===== src/rtl/hazard_pkg.sv =====
// Shared types and constants for the hazard/forwarding controller of the
// 3-stage core and its multi-cycle (MUL/DIV) scoreboard.
package hazard_pkg;

  // MW write-back source select encodings
  localparam logic [1:0] WB_ALU = 2'b00;
  localparam logic [1:0] WB_MEM = 2'b01;
  localparam logic [1:0] WB_PC  = 2'b10;

  // Operand source select driven to the DX operand muxes
  typedef enum logic [1:0] {
    FWD_RF = 2'b00,
    FWD_MW = 2'b01,
    FWD_MC = 2'b10
  } fwd_sel_e;

  // Multi-cycle scoreboard occupancy
  typedef enum logic {
    MC_IDLE = 1'b0,
    MC_BUSY = 1'b1
  } mc_state_e;

  // Wide enough for MC_LAT-1 up to 14 and BR_FLUSH-1 up to 2
  localparam int CNT_W   = 4;
  localparam int FLUSH_W = 2;

endpackage


===== src/rtl/mc_scoreboard.sv =====
// Tracks the single in-flight multi-cycle op: occupancy, destination,
// countdown to write-back, and the write strobe for its result.
// Handshake: 'issue' is a one-cycle accept pulse; the op is taken at that
// clock edge and its result is strobed on wb_en_o exactly MC_LAT cycles later
// unless a younger MW write to the same register supersedes it.
module mc_scoreboard
  import hazard_pkg::*;
#(
  parameter int ADDR_W = 5,
  parameter int MC_LAT = 4
) (
  input  logic              clk,
  input  logic              rst,
  input  logic              issue,
  input  logic [ADDR_W-1:0] issue_rd,
  input  logic [ADDR_W-1:0] rs1,
  input  logic [ADDR_W-1:0] rs2,
  input  logic              rs1_used,
  input  logic              rs2_used,
  input  logic [ADDR_W-1:0] rd_mw,
  input  logic              rf_en_mw,
  output mc_state_e         state_o,
  output logic              pending_o,
  output logic              wb_cycle_o,
  output logic              wb_en_o,
  output logic              hit_rs1_o,
  output logic              hit_rs2_o,
  output logic [ADDR_W-1:0] mc_rd_o
);

  localparam logic [CNT_W-1:0] CNT_LOAD = CNT_W'(MC_LAT - 1);

  mc_state_e         state_q, state_d;
  logic [CNT_W-1:0]  cnt_q, cnt_d;
  logic [ADDR_W-1:0] rd_q, rd_d;
  logic              busy;

  // Scoreboard registers; reset discards any in-flight op
  always_ff @(posedge clk) begin
    if (rst) begin
      state_q <= MC_IDLE;
      cnt_q   <= '0;
      rd_q    <= '0;
    end else begin
      state_q <= state_d;
      cnt_q   <= cnt_d;
      rd_q    <= rd_d;
    end
  end

  // Next state: issue (also legal in the write-back cycle), countdown, retire
  always_comb begin
    state_d = state_q;
    cnt_d   = cnt_q;
    rd_d    = rd_q;
    if (issue) begin
      state_d = MC_BUSY;
      cnt_d   = CNT_LOAD;
      rd_d    = issue_rd;
    end else if (state_q == MC_BUSY) begin
      if (cnt_q == '0) begin
        state_d = MC_IDLE;
      end else begin
        cnt_d = cnt_q - 1'b1;
      end
    end
  end

  // Status and match outputs; mc_rd is held after retire until the next issue
  always_comb begin
    busy       = (state_q == MC_BUSY);
    pending_o  = busy && (cnt_q != '0);
    wb_cycle_o = busy && (cnt_q == '0);
    wb_en_o    = wb_cycle_o && !(rf_en_mw && (rd_mw == rd_q));
    hit_rs1_o  = rs1_used && busy && (rd_q == rs1) && (rs1 != '0);
    hit_rs2_o  = rs2_used && busy && (rd_q == rs2) && (rs2 != '0);
    state_o    = state_q;
    mc_rd_o    = rd_q;
  end

endmodule


===== src/rtl/hazard_unit_mc.sv =====
// Hazard/forwarding controller for the IF/DX/MW core with a multi-cycle
// execution unit: MW forwarding and load-use stalls, multi-cycle RAW/WAW/
// structural stalls, and a branch flush that can span several cycles.
module hazard_unit_mc
  import hazard_pkg::*;
#(
  parameter int ADDR_W   = 5,
  parameter int MC_LAT   = 4,
  parameter int BR_FLUSH = 1
) (
  input  logic              clk,
  input  logic              rst,
  input  logic [ADDR_W-1:0] rs1_dx,
  input  logic [ADDR_W-1:0] rs2_dx,
  input  logic              rs1_used,
  input  logic              rs2_used,
  input  logic [ADDR_W-1:0] rd_dx,
  input  logic              rf_en_dx,
  input  logic              mc_start,
  input  logic [ADDR_W-1:0] rd_mw,
  input  logic              rf_en_mw,
  input  logic [1:0]        sel_wb_mw,
  input  logic              br_taken,
  output logic              stall_if,
  output logic              stall_dx,
  output logic              flush_dx,
  output logic [1:0]        forward_a,
  output logic [1:0]        forward_b,
  output logic              mc_busy,
  output logic              mc_wb_en,
  output logic [ADDR_W-1:0] mc_rd
);

  localparam logic [FLUSH_W-1:0] FLUSH_LOAD = FLUSH_W'(BR_FLUSH - 1);

  mc_state_e          sb_state;
  logic               sb_pending;
  logic               sb_wb_cycle;
  logic               sb_wb_en;
  logic               sb_hit_rs1;
  logic               sb_hit_rs2;
  logic [ADDR_W-1:0]  sb_rd;

  logic               hit_mw_rs1, hit_mw_rs2;
  logic               stall_lw, stall_mc, stall;
  logic               br_ok, mc_issue;
  logic [FLUSH_W-1:0] flush_cnt_q, flush_cnt_d;
  fwd_sel_e           fwd_a, fwd_b;

  mc_scoreboard #(
    .ADDR_W (ADDR_W),
    .MC_LAT (MC_LAT)
  ) u_mc_scoreboard (
    .clk        (clk),
    .rst        (rst),
    .issue      (mc_issue),
    .issue_rd   (rd_dx),
    .rs1        (rs1_dx),
    .rs2        (rs2_dx),
    .rs1_used   (rs1_used),
    .rs2_used   (rs2_used),
    .rd_mw      (rd_mw),
    .rf_en_mw   (rf_en_mw),
    .state_o    (sb_state),
    .pending_o  (sb_pending),
    .wb_cycle_o (sb_wb_cycle),
    .wb_en_o    (sb_wb_en),
    .hit_rs1_o  (sb_hit_rs1),
    .hit_rs2_o  (sb_hit_rs2),
    .mc_rd_o    (sb_rd)
  );

  // Hazard detection, forwarding priority and branch masking
  always_comb begin
    hit_mw_rs1 = rs1_used && rf_en_mw && (rd_mw == rs1_dx) && (rs1_dx != '0);
    hit_mw_rs2 = rs2_used && rf_en_mw && (rd_mw == rs2_dx) && (rs2_dx != '0);

    stall_lw = (sel_wb_mw == WB_MEM) && (hit_mw_rs1 || hit_mw_rs2);

    // RAW on a pending result, WAW on the same destination, or a second issue
    stall_mc = ((sb_hit_rs1 || sb_hit_rs2) && sb_pending)
            || (rf_en_dx && sb_pending && (rd_dx == sb_rd) && (rd_dx != '0))
            || (mc_start && sb_pending);

    stall = stall_lw || stall_mc;

    // Branch operands are not trustworthy while stalled
    br_ok    = br_taken && !stall && !rst;
    mc_issue = mc_start && !stall && !rst;

    // MW is the younger producer, so it wins over the multi-cycle result
    fwd_a = FWD_RF;
    if (hit_mw_rs1) begin
      fwd_a = FWD_MW;
    end else if (sb_hit_rs1 && sb_wb_cycle) begin
      fwd_a = FWD_MC;
    end
    fwd_b = FWD_RF;
    if (hit_mw_rs2) begin
      fwd_b = FWD_MW;
    end else if (sb_hit_rs2 && sb_wb_cycle) begin
      fwd_b = FWD_MC;
    end
  end

  // Branch flush counter register
  always_ff @(posedge clk) begin
    if (rst) begin
      flush_cnt_q <= '0;
    end else begin
      flush_cnt_q <= flush_cnt_d;
    end
  end

  // A taken branch (re)loads the count; otherwise it drains toward zero
  always_comb begin
    flush_cnt_d = flush_cnt_q;
    if (br_ok) begin
      flush_cnt_d = FLUSH_LOAD;
    end else if (flush_cnt_q != '0) begin
      flush_cnt_d = flush_cnt_q - 1'b1;
    end
  end

  // Output drive; everything is forced low while reset is held
  always_comb begin
    stall_if  = 1'b0;
    stall_dx  = 1'b0;
    flush_dx  = 1'b0;
    forward_a = FWD_RF;
    forward_b = FWD_RF;
    mc_busy   = 1'b0;
    mc_wb_en  = 1'b0;
    mc_rd     = '0;
    if (!rst) begin
      stall_if  = stall;
      stall_dx  = stall;
      flush_dx  = stall || br_ok || (flush_cnt_q != '0);
      forward_a = fwd_a;
      forward_b = fwd_b;
      mc_busy   = (sb_state == MC_BUSY);
      mc_wb_en  = sb_wb_en;
      mc_rd     = sb_rd;
    end
  end

endmodule


===== config.mk =====
export PLATFORM = sky130hd
export DESIGN_NAME = hazard_unit_mc
export DESIGN_NICKNAME = d
export VERILOG_FILES = /design/src/rtl/hazard_pkg.sv /design/src/rtl/mc_scoreboard.sv /design/src/rtl/hazard_unit_mc.sv
export SDC_FILE = /design/constraint.sdc
export NUM_CORES = 1
export LEC_CHECK = 0
export CELL_PAD_IN_SITES_DETAIL_PLACEMENT = 1
export CELL_PAD_IN_SITES_GLOBAL_PLACEMENT = 1
export CORE_UTILIZATION = 33
export CTS_BUF_LIST = sky130_fd_sc_hd__clkbuf_8 sky130_fd_sc_hd__clkbuf_16
export CTS_CLUSTER_SIZE = 40
export DETAILED_ROUTE_END_ITERATION = 8
export PLACE_DENSITY = 0.93
export SLEW_MARGIN = 20
export SYNTH_ARGS = -nofsm -noshare
export SYNTH_HDL_FRONTEND = slang
export SYNTH_SLANG_ARGS = --single-unit

===== constraint.sdc =====
create_clock -name clk -period 5.55 [get_ports clk]
set_input_delay 1.11 -clock clk [delete_from_list [all_inputs] [get_ports clk]]
set_output_delay 1.11 -clock clk [all_outputs]
set_load 0.01 [all_outputs]

[Word-level counts from Yosys, hierarchy flattened]
Index checks and enable logic that the tools add are counted.
W data, S select, Z words.
Storage, ports and cells
  output and inout bits: 14
  register bits: 12
  word-level logic and storage cells: 82
  bits of input ports: 30
Operators by class
  bitwise operators: 1
  $add $sub $neg: 2
  mux-type cells: 17
  reductions and logical operators: 49
  equality and inequality tests: 8
Operators by type and width (number)
  $eq A5 B5 Y1: 6
  $logic_and A1 B1 Y1: 28
  $mux W2: 9
  $reduce_bool A5 Y1: 3
  $logic_or A1 B1 Y1: 7
  $mux W1: 7
  $mux W5: 1
  $logic_not A4 Y1: 1
  $reduce_and A2 Y1: 2
  $reduce_bool A2 Y1: 2
  $reduce_bool A4 Y1: 1
  $reduce_or A2 Y1: 2
  $sub A4 B1 Y4 const B: 1
  $logic_not A1 Y1: 3
  $eq A2 B1 Y1 const B: 1
  $ne A2 B2 Y1 const B: 1
  $sub A2 B1 Y2 const B: 1
  $not A1 Y1: 1

[Depth between registers and ports, before layout]
  depth in word-level cells: 14
  depth in mapped cells: 9
  depth with buffers taken out: 8

[By module]
From an unflattened synthesis, not the netlist that was laid out.
Second synthesis, totals
  cell total of the unflattened synthesis: 135
  area total of the unflattened synthesis: 1079.8 µm²
By module, submodules not included
  mc_scoreboard: times used 1, area an instance 625.6 µm², cells each 73, seq. area each 200.2 µm²
  hazard_unit_mc: times used 1, area an instance 454.2 µm², cells each 62, seq. area each 40.0 µm²

[Worst setup path after synthesis]
OpenSTA, ideal clock, no wires.
  kind: input to output
  from: input rs2_dx[0]
  to: output stall_if
  arrival: 2.628 ns
  data required time: 4.440 ns
  buffers on the path: 1
  slack: 1.812 ns
  cell stages on the path: 7
  path through: or4_1 > o21ai_1 > nand4b_1 > a21oi_2 > nor3_1 > nor2_1 > buf_4
Between the ends
  longest elaborated chain between the ends: 9
  elaborated cells on any way between the ends: 15
  classes of those cells: eq/ne (2); mux (1); reduce/logical (12)
Ends and longest elaborated chain
  from (decl): RTL line hazard_unit_mc.sv:14  | input logic [ADDR_W-1:0] rs2_dx,
  $eq A5 B5 Y1: RTL line mc_scoreboard.sv:76  | hit_rs2_o = rs2_used && busy && (rd_q == rs2) && (rs2 != '0);
  $logic_and A1 B1 Y1 (2 in a row): RTL line mc_scoreboard.sv:76
  $logic_or A1 B1 Y1: RTL line hazard_unit_mc.sv:81  | stall_mc = ((sb_hit_rs1 || sb_hit_rs2) && sb_pending)
  $logic_and A1 B1 Y1: RTL line hazard_unit_mc.sv:81
  $logic_or A1 B1 Y1: RTL line hazard_unit_mc.sv:82  | || (rf_en_dx && sb_pending && (rd_dx == sb_rd) && (rd_dx != '0))
  $logic_or A1 B1 Y1: RTL line hazard_unit_mc.sv:83  | || (mc_start && sb_pending);
  $logic_or A1 B1 Y1 *: RTL line hazard_unit_mc.sv:85  | stall = stall_lw || stall_mc;
  $mux W1 *
  to (decl): RTL line hazard_unit_mc.sv:24  | output logic stall_if,
Mark *: on every way between the ends. The rest lies on a longest branch, timed or not.

[Final worst setup path]
  from: input rs2_dx[1]
  to: output flush_dx
Between the ends
  longest elaborated chain between the ends: 14
  elaborated cells on any way between the ends: 20
  classes of those cells: eq/ne (2); mux (1); reduce/logical (17)
Ends and longest elaborated chain
  $eq A5 B5 Y1: RTL line mc_scoreboard.sv:76
  $logic_and A1 B1 Y1 (2 in a row): RTL line mc_scoreboard.sv:76
  $logic_or A1 B1 Y1: RTL line hazard_unit_mc.sv:81
  $logic_and A1 B1 Y1: RTL line hazard_unit_mc.sv:81
  $logic_or A1 B1 Y1: RTL line hazard_unit_mc.sv:82
  $logic_or A1 B1 Y1: RTL line hazard_unit_mc.sv:83
  $logic_or A1 B1 Y1 *: RTL line hazard_unit_mc.sv:85
  $logic_not A1 Y1: RTL line hazard_unit_mc.sv:88  | br_ok = br_taken && !stall && !rst;
  $logic_and A1 B1 Y1 (2 in a row): RTL line hazard_unit_mc.sv:88
  $logic_or A1 B1 Y1 * (2 in a row): RTL line hazard_unit_mc.sv:138  | flush_dx = stall || br_ok || (flush_cnt_q != '0);
  $mux W1 *: RTL line hazard_unit_mc.sv:135  | if (!rst) begin
  to (decl): RTL line hazard_unit_mc.sv:26  | output logic flush_dx,
Marked as above.

==> run_results.csv <==
group,metric,value,unit
logic_synthesis,synth_nets,167,
layout,antenna_cells,0,
timing,clock.fmax,207,MHz
placement,place.gp.congestion,0.872,
clock_tree,path_clk_slew,0.05,ns
timing,post-route-period-util,0.870,
layout,fillers,387,
layout,syn2layout_area_growth,46.1,%
logic_synthesis,synth_cell_types,30,
logic_synthesis,synth_most_common_cell,"xor2_1",
grt,antenna_found_initial,0,
setup_path,reg2reg_from,"u_mc_scoreboard.cnt_q[0]",
pwr,p_per_area,182,nW/um^2
timing,rsz0062_at_grt,"no",
die,start_util,0.354,
layout,layout-drive-gt1-share,0.0805,
clock_tree,cts_tree,"built",
placement,placedInstanceArea,1550,sq um
clock_tree,hold_buffers,0,
logic_synthesis,postSynthAreaPerCell,8.15,sq um
logic_synthesis,synth-seq-cells,12,
logic_synthesis,dominantRegCellSynth,"dfxtp_1",
setup_path,worstSetupStartpoint,"rs2_dx[1]",
timing,fin_skew,0.00165,ns
clock_tree,htree_levels,1,
timing,setup_viol,0,
placement,place_hpwl,2.97,mm
timing,fin_crit,4.83,ns
logic_synthesis,yosysTopAreaCell,"dfxtp_1",
clock_tree,clock_latency,0.24,ns
pwr,total_power,0.293,mW
logic_synthesis,netlist_top_cells_area,"dfxtp_1, xor2_1, o41ai_2",
timing,maxSlewViolCount,0,
clock_tree,post_cts_resized,0,
die,core_area,3100,sq um
setup_path,cp-end-kind,"output pin",
logic_synthesis,synth_cells,135,
die,dieArea,3570,sq um
clock_tree,cts.sinks,12,
drt,routed_via_density,5.35,
setup_path,start_kind,"primary input",
logic_synthesis,netlist_area,1100,sq um
setup_path,reg2regPathDepth,9,
logic_synthesis,yosys-top-cells-count,"xor2_1, dfxtp_1, inv_1",
logic_synthesis,ys.warnings.count,0,
drt,ant_nets,0,
drt,wire_per_inst,17.8,microns
setup_path,cp_max_fo,8,
pwr,peakVddDrop,0.114,mV
die,dieHeight,59.7,microns
timing,setup_ws,0.721,ns
layout,register_area,240,sq um
drt,dr.first_iter.drc_count,25,
clock_tree,cts_root_buf,"clkbuf_8",
die,die_w,59.7,microns
layout,fin_util,0.518,
logic_synthesis,synth.yosys.seq_area_share,0.218,
die,pin_count,44,
timing,fin_hold_ws,0.533,ns
grt,grt_pass1_wl,6.14,mm
layout,design_area,1610,sq um
logic_synthesis,synth_edf_count,0,
worst_hold_path,hp-class,"reg2reg",
logic_synthesis,yosysTopAreaCellShare,0.218,
layout,layout.nets,207,
grt,grt_max_degree,23,
timing,worstMarginPinSlew,0.481,ns
setup_path,r2r_end,"flush_cnt_q[1]",
pwr,p_leak,0.633,nW
die,num_rows,20,
grt,overflow,0,
drt,drc_errors,0,
clock_tree,numCtsBuffers,3,
timing,finalHoldViolCount,0,
grt,grt_pass1_vias,1272,
layout,multi_input_area,769,sq um
clock_tree,clockBufferDepth,2,
timing,setup-tns-final,0,ns
setup_path,critPathArrivalTime,3.72,ns
grt,grt_use_total,0.236,
setup_path,worstSetupPathType,"in2out",
placement,place_inst,214,
setup_path,required,4.44,ns
drt,vias,1167,
placement,io_buffers,43,
timing,relSlewSlack,0.677,
flow_run,maxCapViolations,0,
setup_path,r2r_slack,3.42,ns
setup_path,crit_path_end,"flush_dx",
clock_tree,post_cts_buffers,0,
logic_synthesis,async_flop_share,0,
layout,instances_no_fill,218,
placement,place_ws,0.740,ns
drt,drt-total-wl,3.88,mm
drt,first_pass_iters,4,
run_status,status,"finished clean",
cell type report:
class	instances	area share
multi-input cells	102	0.479
repair buffers	45	0.277
flip-flops and latches	12	0.150
clock buffers	4	0.0343
well taps	44	0.0343
inverters	11	0.0257
placed cells by master (no fill, tap or decap):
cell type	Yosys	layout
nand2b_1	2	2
nor2b_1	7	7
a21oi_1	3	3
o21ai_0	7	7
ha_1	2	2
buf_4	1	2
o2111ai_1	1	1
nor4_1	9	9
clkbuf_8	0	4
xnor2_1	5	5
dfxtp_1	12	12
inv_1	11	11
a211oi_1	2	2
nand3_1	2	2
nand2_1	2	2
o41ai_2	5	5
nor3_1	2	2
nand4b_1	4	4
clkdlybuf4s50_1	0	43
nor2_1	9	9
a21oi_2	1	1
a31oi_1	4	4
a21o_1	1	1
nor3b_1	3	3
nand2b_4	1	1
o21ai_1	2	2
a221oi_2	1	1
xor2_1	25	25
or4_1	2	2
registers in the layout, summed over array words and instances (netlist names):
signal                   count
flush_cnt_q                  2
u_mc_scoreboard.mc_rd_o      5
u_mc_scoreboard.cnt_q        4
u_mc_scoreboard.state_o      1
worst min-delay path by stage:
stage | slack (ns) | end | startpoint | depth (start not counted)
4_1_cts | 0.54 | u_mc_scoreboard.cnt_q[0] | u_mc_scoreboard.cnt_q[0] | 2
2_1_floorplan | 0.47 | u_mc_scoreboard.cnt_q[0] | u_mc_scoreboard.cnt_q[0] | 2
5_1_grt | 0.57 | u_mc_scoreboard.cnt_q[0] | u_mc_scoreboard.cnt_q[0] | 2
3_5_place_dp | 0.53 | u_mc_scoreboard.cnt_q[0] | u_mc_scoreboard.cnt_q[0] | 2
6_report | 0.53 | u_mc_scoreboard.cnt_q[0] | u_mc_scoreboard.cnt_q[0] | 2
3_3_place_gp | 0.49 | u_mc_scoreboard.cnt_q[0] | u_mc_scoreboard.cnt_q[0] | 2
cells by family after synthesis:
logic type	synth area share
flops	0.218
buf+inv	0.0819
simple gates	0.237
fa+ha+maj	0.0227
compound gates	0.201
xor+xnor	0.239
report_power, final:
group | internal (mW) | switching, mW
clock | 0.0628 | 0.0342
sequential | 0.0916 | 0.00993
combinational | 0.0492 | 0.0450
routing by layer:
| layer | vias up | global-route usage | part of all wire |
|---|---|---|---|
| met5 | - | 0 | 0 |
| met3 | 6 | 0.0325 | 0.045 |
| met4 | 0 | 0.0963 | 0.018 |
| met2 | 40 | 0.441 | 0.52 |
| li1 | 552 | - | - |
| met1 | 569 | 0.264 | 0.41 |
worst max-delay path, cell delays in order:
cell,delay (ns)
clkdlybuf4s50_1,0.48
or4_1,0.54
o21ai_1,0.16
nand4b_1,0.20
a21oi_2,0.14
nor3_1,0.44
a31oi_1,0.14
clkdlybuf4s50_1,0.50
Power figures use the tool's default switching activity.
==> patch, RTL diff (same flow settings) <==
The package constant `FLUSH_W` goes from 2 to 4.
--- a/src/rtl/hazard_pkg.sv
+++ b/src/rtl/hazard_pkg.sv
@@ -24,3 +24,3 @@
   localparam int CNT_W   = 4;
-  localparam int FLUSH_W = 2;
+  localparam int FLUSH_W = 4;
 
Behaviour: no difference found for any inputs over 10 cycles, from zero or initial values and one cycle with rst high; that may be too few to reach the edited logic, so the function may still have changed.
==> patch against the unedited design <==
- count of clock-buffer cells in the layout unchanged
- first-iteration DRC count increased by 92%
- final cell count up 8.7%
- critical path type unchanged
- synthesized cell count increased by 14%
- wire length decreased by 5.1%
- power up 19%
- clock skew shrank 0.0011 ns
- sequential power rose by 19%
- setup slack improved by 0.079 ns
- maximum frequency rose by 1.7%
- final area up 7.8%
- area after synthesis is 12% higher
- sequential cell count grew 2
==> patch: results (changes against the unedited design) <==
- The flow ran to the end, and the final reports show no timing, DRC or antenna violations.
- The routability-driven placement congestion ratio is 0.820 (-6.0%).
- The number of placed instances, taps included was 233 (+8.9%).
- The final worst clock skew is 0.000589 ns (-0.00106 ns).
- The worst-case headroom to the max-slew limit is 56.9% (-11 points).
- The biggest fanout along the worst timing path is 3 (-5).
- The sequential cell power is 0.121 mW (+19%).
- The highest clock rate is 0.211 GHz (+1.7%).
- The critical path starts at rs2_dx[0].
- Broken down by cell family, the worst path's largest delay share belongs to buffers and inverters.
- The met3 wire length is 156 um (-9.8%).
- The pin count of the biggest net entering global routing is 26 (+13%).
- The vias per cell is 5.31 (-0.77%).
- The path depth of the worst reg2reg path is 8 (-1).
- The gate count of the mapped netlist is 154 (+14%).
- The maximum ir drop on the vdd rail came to 107 uV (-6.2%).
- The post-layout net count is 224 (+8.2%).
- The length of routed met2 wiring is 1.76 mm (-13%).
- The via count of the first global-routing pass is 1263 (-0.71%).
- The total combinational power is 0.125 mW (+33%).
- The endpoint identified for the worst register-to-register timing path is flush_cnt_q[2].
- The static leakage is 0.646 nW (+2.2%).
- The total cell area at the placement stage is 0.00168 mm^2 (+8.1%).
- The wire length of the first global-routing pass came to 5.91 mm (-3.8%).
- The distinct cell type count of the synthesized netlist is 35 (+17%).
-- patch: cell count changes after synthesis, sizes merged, moves of 3 or more --
cell | unedited run | this run
nor4 | 9 | 4
nand2 | 2 | 8
xor2 | 25 | 12
nor3 | 2 | 8
or4 | 2 | 5
xnor2 | 5 | 18
-- patch: cells by family (layout without fill, tap and decap cells) --
kind of cell,Yosys count,count (layout),synth area share (%)
AOI/OAI and AO/OA,29,29,19.3
xor gates and xnor gates,30,30,21.3
adders and majority gates,2,2,2.03
buffers and inverters,21,58,7.30
DFF,14,14,22.7
and+or+nand+nor,58,58,27.4
-- patch: area by class of cell --
| class | instances | area, um^2 | area share (%) |
|---|---|---|---|
| flip-flops and latches | 14 | 280 | 16.2 |
| well taps | 46 | 57.6 | 3.32 |
| inverters | 10 | 37.5 | 2.17 |
| repair buffers | 44 | 438 | 25.3 |
| clock buffers | 4 | 55.1 | 3.18 |
| multi-input cells | 119 | 863 | 49.9 |
